**config.mk**
```make
export PLATFORM = sky130hd
export DESIGN_NAME = iir_mac_sched
export DESIGN_NICKNAME = d
export VERILOG_FILES = /design/src/rtl/iir_sched_pkg.sv /design/src/rtl/iir_mac_unit.sv /design/src/rtl/iir_mac_sched.sv
export SDC_FILE = /design/constraint.sdc
export NUM_CORES = 1
export LEC_CHECK = 0
export BUFFER_PORTS_ARGS = -buffer_cell sky130_fd_sc_hd__clkbuf_2
export CORE_ASPECT_RATIO = 2
export CORE_UTILIZATION = 30
export DETAILED_ROUTE_END_ITERATION = 16
export GPL_TIMING_DRIVEN = 0
export PLACE_DENSITY = 0.57
export SYNTH_ARGS = -nofsm -noshare
export SYNTH_HDL_FRONTEND = slang
export SYNTH_SLANG_ARGS = --single-unit
```
**constraint.sdc**
```tcl
create_clock -name clk -period 22 [get_ports clk]
set_clock_uncertainty 0.1 [all_clocks]
set_input_delay 2.2 -clock clk [delete_from_list [all_inputs] [get_ports clk]]
set_output_delay 2.2 -clock clk [all_outputs]
set_load 0.01 [all_outputs]
```
**src/rtl/iir_sched_pkg.sv**
```systemverilog
// Shared types and fixed-point constants for the time-multiplexed IIR MAC sequencer.
package iir_sched_pkg;
  typedef enum logic [1:0] {IDLE, MAC, DONE} state_t;

  localparam int X_W   = 11;
  localparam int Y_W   = 36;
  localparam int BC_W  = 12;
  localparam int AC_W  = 15;
  localparam int ACC_W = 48;

  localparam int X_FL = 3;
  localparam int Y_FL = 27;
  localparam int C_FL = 11;

  localparam int NUM_B = 4;
  localparam int NUM_A = 6;

  localparam int ROUND_SHIFT = 11;
  localparam int B_ALIGN     = 13;

  localparam logic signed [Y_W-1:0] Y_MAX = {1'b0, {(Y_W-1){1'b1}}};
  localparam logic signed [Y_W-1:0] Y_MIN = {1'b1, {(Y_W-1){1'b0}}};
endpackage

```
**src/rtl/iir_mac_unit.sv**
```systemverilog
// Combinational MAC slice: picks the coefficient for the current step, multiplies,
// aligns (feedforward) or rounds (feedback) to En27 and adds/subtracts into acc.
module iir_mac_unit import iir_sched_pkg::*; #(
  parameter logic signed [NUM_B-1:0][BC_W-1:0] B_COEF = {12'sd0, 12'sd0, 12'sd0, 12'sd1024},
  parameter logic signed [NUM_A-1:0][AC_W-1:0] A_COEF = '0,
  parameter int ACC_W = 48
) (
  input  logic        [3:0]       step,
  input  logic signed [X_W-1:0]   x_op,
  input  logic signed [Y_W-1:0]   y_op,
  input  logic signed [ACC_W-1:0] acc,
  output logic signed [ACC_W-1:0] acc_next
);
  localparam int BP_W = BC_W + X_W;
  localparam int AP_W = AC_W + Y_W;

  logic signed [BC_W-1:0]  b_c;
  logic signed [AC_W-1:0]  a_c;
  logic signed [BP_W-1:0]  b_prod;
  logic signed [AP_W-1:0]  a_prod;
  logic signed [AP_W:0]    a_rnd;
  logic signed [ACC_W-1:0] b_term;
  logic signed [ACC_W-1:0] a_term;

  always_comb begin
    b_c = '0;
    a_c = '0;
    for (int i = 0; i < NUM_B; i++)
      if (step == 4'(i)) b_c = B_COEF[i];
    for (int k = 0; k < NUM_A; k++)
      if (step == 4'(NUM_B + k)) a_c = A_COEF[k];

    b_prod = BP_W'(b_c) * BP_W'(x_op);
    a_prod = AP_W'(a_c) * AP_W'(y_op);

    // En14 -> En27 is exact; En38 -> En27 rounds half-up before the shift
    b_term = ACC_W'(b_prod) <<< B_ALIGN;
    a_rnd  = (AP_W+1)'(a_prod) + (AP_W+1)'(1 << (ROUND_SHIFT - 1));
    a_term = ACC_W'(a_rnd >>> ROUND_SHIFT);

    acc_next = (step < 4'(NUM_B)) ? acc + b_term : acc - a_term;
  end
endmodule

```
**src/rtl/iir_mac_sched.sv**
```systemverilog
// Even-tap direct-form-I IIR sharing one MAC over 10 steps; result valid 10 edges after accept.
// Holds result until out_ready; no sample accepted outside IDLE.
module iir_mac_sched import iir_sched_pkg::*; #(
  parameter logic signed [NUM_B-1:0][BC_W-1:0] B_COEF = {12'sd0, 12'sd0, 12'sd0, 12'sd1024},
  parameter logic signed [NUM_A-1:0][AC_W-1:0] A_COEF = '0,
  parameter int ACC_W = 48
) (
  input  logic                  clk,
  input  logic                  reset,
  input  logic                  clk_enable,
  input  logic                  flush,
  input  logic                  in_valid,
  input  logic signed [X_W-1:0] in_data,
  output logic                  in_ready,
  output logic                  out_valid,
  output logic signed [Y_W-1:0] out_data,
  input  logic                  out_ready,
  output logic                  busy
);
  localparam int XH_D = 2 * (NUM_B - 1);
  localparam int YH_D = 2 * NUM_A;
  localparam logic [3:0] LAST = 4'(NUM_B + NUM_A - 1);
  localparam logic signed [ACC_W-1:0] SAT_HI = ACC_W'(Y_MAX);
  localparam logic signed [ACC_W-1:0] SAT_LO = ACC_W'(Y_MIN);

  state_t state, state_nxt;
  logic        [3:0]       step;
  logic signed [ACC_W-1:0] acc, acc_next;
  logic signed [X_W-1:0]   x_cur;
  logic signed [X_W-1:0]   x_hist [XH_D];
  logic signed [Y_W-1:0]   y_hist [YH_D];
  logic signed [X_W-1:0]   x_op;
  logic signed [Y_W-1:0]   y_op;
  logic signed [Y_W-1:0]   sat_val;

  iir_mac_unit #(.B_COEF(B_COEF), .A_COEF(A_COEF), .ACC_W(ACC_W)) u_mac (
    .step     (step),
    .x_op     (x_op),
    .y_op     (y_op),
    .acc      (acc),
    .acc_next (acc_next)
  );

  // x_cur is x[n]; x_hist[i] is x[n-1-i]; y_hist[j] is y[n-1-j]
  always_comb begin
    x_op = x_cur;
    y_op = y_hist[1];
    for (int s = 1; s < NUM_B; s++)
      if (step == 4'(s)) x_op = x_hist[2*s-1];
    for (int k = 0; k < NUM_A; k++)
      if (step == 4'(NUM_B + k)) y_op = y_hist[2*k+1];
    if (acc_next > SAT_HI)      sat_val = Y_MAX;
    else if (acc_next < SAT_LO) sat_val = Y_MIN;
    else                        sat_val = acc_next[Y_W-1:0];
  end

  always_comb begin
    state_nxt = state;
    in_ready  = 1'b0;
    out_valid = 1'b0;
    busy      = 1'b0;
    case (state)
      IDLE: begin
        in_ready = 1'b1;
        if (in_valid) state_nxt = MAC;
      end
      MAC: begin
        busy = 1'b1;
        if (step == LAST) state_nxt = DONE;
      end
      DONE: begin
        busy      = 1'b1;
        out_valid = 1'b1;
        if (out_ready) state_nxt = IDLE;
      end
      default: state_nxt = IDLE;
    endcase
    if (flush) state_nxt = IDLE;
  end

  always_ff @(posedge clk) begin
    if (reset) begin
      state    <= IDLE;
      step     <= '0;
      acc      <= '0;
      x_cur    <= '0;
      out_data <= '0;
      for (int i = 0; i < XH_D; i++) x_hist[i] <= '0;
      for (int j = 0; j < YH_D; j++) y_hist[j] <= '0;
    end else if (clk_enable) begin
      state <= state_nxt;
      if (flush) begin
        step  <= '0;
        acc   <= '0;
        x_cur <= '0;
        for (int i = 0; i < XH_D; i++) x_hist[i] <= '0;
        for (int j = 0; j < YH_D; j++) y_hist[j] <= '0;
      end else begin
        case (state)
          IDLE: if (in_valid) begin
            x_cur     <= in_data;
            x_hist[0] <= x_cur;
            for (int i = 1; i < XH_D; i++) x_hist[i] <= x_hist[i-1];
            acc  <= '0;
            step <= '0;
          end
          MAC: begin
            acc <= acc_next;
            if (step == LAST) out_data <= sat_val;
            else              step     <= step + 4'd1;
          end
          DONE: if (out_ready) begin
            y_hist[0] <= out_data;
            for (int j = 1; j < YH_D; j++) y_hist[j] <= y_hist[j-1];
          end
          default: ;
        endcase
      end
    end
  end
endmodule

```
==> results.cfg <==
[yosys]
ys_warn_count = 0
ys_seq_area_share_pct = 30.8
synth_compound_area_share_pct = 22.9
yosys-top-cells-area = dfxtp_1 17%, edfxtp_1 14%, ha_1 13%
syn_area_per_cell_sq_um = 8.67
synth_top_family_by_area = compound AO/OA/AOI/OAI gates
async_flop_share_pct = 0
ys_ff_latch = 88
synthAdderAreaFrac_pct = 14.1
yosysTopAreaCell = dfxtp_1
yosys.area_share.xor_xnor_pct = 3.23
synthDistinctLibCells = 78
synthSimpleGateAreaFrac_pct = 19.8
syn_nets = 873
synth.area.mux_share_pct = 2.09
syn_area_sq_um = 6770
synthCells = 781
synthDominantCellAreaShare_pct = 16.6
yosys_most_used_dff = dfxtp_1
synth_edf_count = 32

[die]
coreArea_sq_um = 22200
fp.dieW_um = 108
die_h_um = 214
rows = 77
dieArea_sq_um = 23200
initial_core_util_pct = 30.6
io_pins = 56

[timing]
finalCritPeriodShare_pct = 44.6
tightest_slew_ps = 1220
rsz0062_at_grt = no
max_slew_margin_pct = 18.0
slew_violations = 0
fmax_mhz = 102
report.final.hold_viol_count = 0
fin_setup_tns_ps = 0
fin_crit_ps = 9810
setup_viol = 0

[placement]
placed_cells = 1111
gp_congestion = 0.917
port_buffers = 54
hpwlAfterDp_mm = 17.8

[worst_setup_path]
worst_ep_required_time_ps = 22180
critical-path-top-delay-family = compound AO/OA/AOI/OAI gates
critPathMaxStageDelay_ps = 1020
crit_type = reg -> reg
arrival_ps = 9980
crit_fanout = 13
crit_top_cell = ha_1
cp-start-kind = register
slowest_stage = nor3_2
worstPathBufferInverterCount = 6
end_kind = register

[layout]
fin_nets = 938
areaGrowthSynthToFinish_pct = 13.6
drive_above_1_share_pct = 16.8
diodes = 0
stdcell_count = 1127

[routing]
drc = 0
via_per_inst = 5.52
drtIter0Drc = 427
vias = 6225
ant_nets = 0
routedWlPerCell_um = 19.6
routed_wl_mm = 22.1
drt-pass1-iter-count = 6

[pwr]
peakVddDrop_v = 0.000121
p_leak_nw = 3.47
power.density_nw_per_um2 = 48.7

[global_route]
first_global_vias = 6140
antenna_found_initial = 0
grt_pass1_wl_mm = 33.4
track_usage_pct = 19.4
grt_max_degree = 32
overflow = 0

[cts]
cts_hold_buffers = 0
post_cts_resized = 0
cts.clk_slew.worst_paths_ps = 80
clkLatencyLatePin_ps = 360
cts.sinks = 88
htree_levels = 3
clk_path_buf_depth = 2
cts_setup_buffers = 0
cts_tree = yes
numCtsBuffers = 9
cts-root-buf = clkbuf_16

[run_status]
status = finished, final reports clean

[job]
cap_violations = 0

[hold_path]
hp-class = reg -> reg
[synthesized netlist by cell type, drive strengths merged (8+ instances only)]
cell type	number
a21o	10
ha	73
o21ai	33
a21oi	59
inv	19
nand4	14
a31oi	8
nor2	79
a211oi	13
clkbuf	38
xor2	9
dfxtp	56
a22oi	25
xnor2	16
buf	39
mux2	9
and3	37
edfxtp	32
nor3	13
nand2	60
nand3	14
[logic make-up (layout without fill, tap and decap cells)]
logic type,count (synthesis),in the layout
xor+xnor,25,25
compound gates,216,216
buf+inv,97,167
mux,13,13
simple gates,267,267
flops,88,88
fa+ha+maj,75,75
[area by class of cell]
| cell class | instances | area, sq um |
|---|---|---|
| fillers | 2341 | 14500 |
| repair buffers | 54 | 270 |
| inverters | 20 | 75.1 |
| clock buffers | 10 | 239 |
| plain buffers | 77 | 407 |
| flip-flops and latches | 88 | 2080 |
| clock inverters | 6 | 65.1 |
| multi-input cells | 596 | 4210 |
| well taps | 276 | 345 |
[path summary, 6_finish.rpt]
| check | start | slack (ps) | end | cells after the start |
|---|---|---|---|---|
| worst max-delay path | step[3] | 12190 | out_data[27] | 26 |
| worst min register to register | out_data[33] | 380 | out_data[33] | 2 |
| worst min-delay path | out_data[33] | 380 | out_data[33] | 2 |
| worst max register to register | step[3] | 12190 | out_data[27] | 26 |
[report_power, final]
| group | total (W) | internal (W) | switching [W] |
|---|---|---|---|
| Sequential | 0.000175 | 0.000173 | 0.00000211 |
| Combinational | 0.0000366 | 0.0000122 | 0.0000244 |
| Clock | 0.000163 | 0.0000919 | 0.0000711 |
[layer usage]
metal | share of wire, % | routed length [um] | global-route usage (%) | vias to the layer above
met5 | 0 | 0 | 0 | -
met4 | 8.5 | 1870 | 16.5 | 0
met3 | 2.4 | 522 | 2.10 | 80
met2 | 57 | 12700 | 38.1 | 166
met1 | 32 | 7040 | 16.5 | 2979
li1 | - | - | - | 3000
[cells in the final DEF (no fill, tap or decap), types with 5 or more instances in the layout]
| cell type | n |
|---|---|
| nor2_1 | 79 |
| ha_1 | 73 |
| nand2_1 | 59 |
| a21oi_1 | 56 |
| dfxtp_1 | 56 |
| clkbuf_2 | 54 |
| clkbuf_1 | 38 |
| and3_1 | 37 |
| edfxtp_1 | 32 |
| o21ai_0 | 28 |
| buf_4 | 27 |
| a22oi_1 | 25 |
| inv_1 | 20 |
| xnor2_1 | 16 |
| nand3_1 | 14 |
| nand4_1 | 14 |
| nor3_1 | 12 |
| a21o_1 | 10 |
| xor2_1 | 9 |
| mux2_2 | 9 |
| clkbuf_16 | 9 |
| a211oi_1 | 8 |
| a31oi_1 | 8 |
| or3_1 | 7 |
| buf_2 | 7 |
| nand2b_1 | 7 |
| o31ai_1 | 6 |
| o22ai_1 | 6 |
| and2_1 | 6 |
| nor2b_1 | 6 |
| a211o_1 | 6 |
| a32oi_1 | 6 |
| a211oi_2 | 5 |
[stage by stage]
step / util, % / area (sq um) / setup WS [ps] / power (W) / hold WS, ps
final: 34.7 / 7690 / 12190 / 0.000375 / 383
after global routing: 34.7 / 7690 / 11730 / 0.000385 / 412
after CTS: 34.7 / 7690 / 12230 / 0.000376 / 387
after detailed placement: 33.3 / 7390 / 12260 / 0.000215 / 374
after global placement: 33.3 / 7390 / 12340 / 0.000215 / 364
after floorplan: - / 6770 / 14780 / 0.000202 / 349
[registers in the layout (all words and copies together), names as in the netlist]
signal	flops
acc	25
out_data	14
state	2
step	4
x_cur	11
x_hist	32
[worst reg2reg max path, delay by kind of cell, from the launching register on]
kind | cells | cell delay [ps]
DFF | 1 | 390
adders and majority gates | 6 | 1800
buffers and inverters | 6 | 2520
and+or+nand+nor | 3 | 1570
AOI/OAI and AO/OA | 11 | 3360
(Power assumes the default switching activity.)
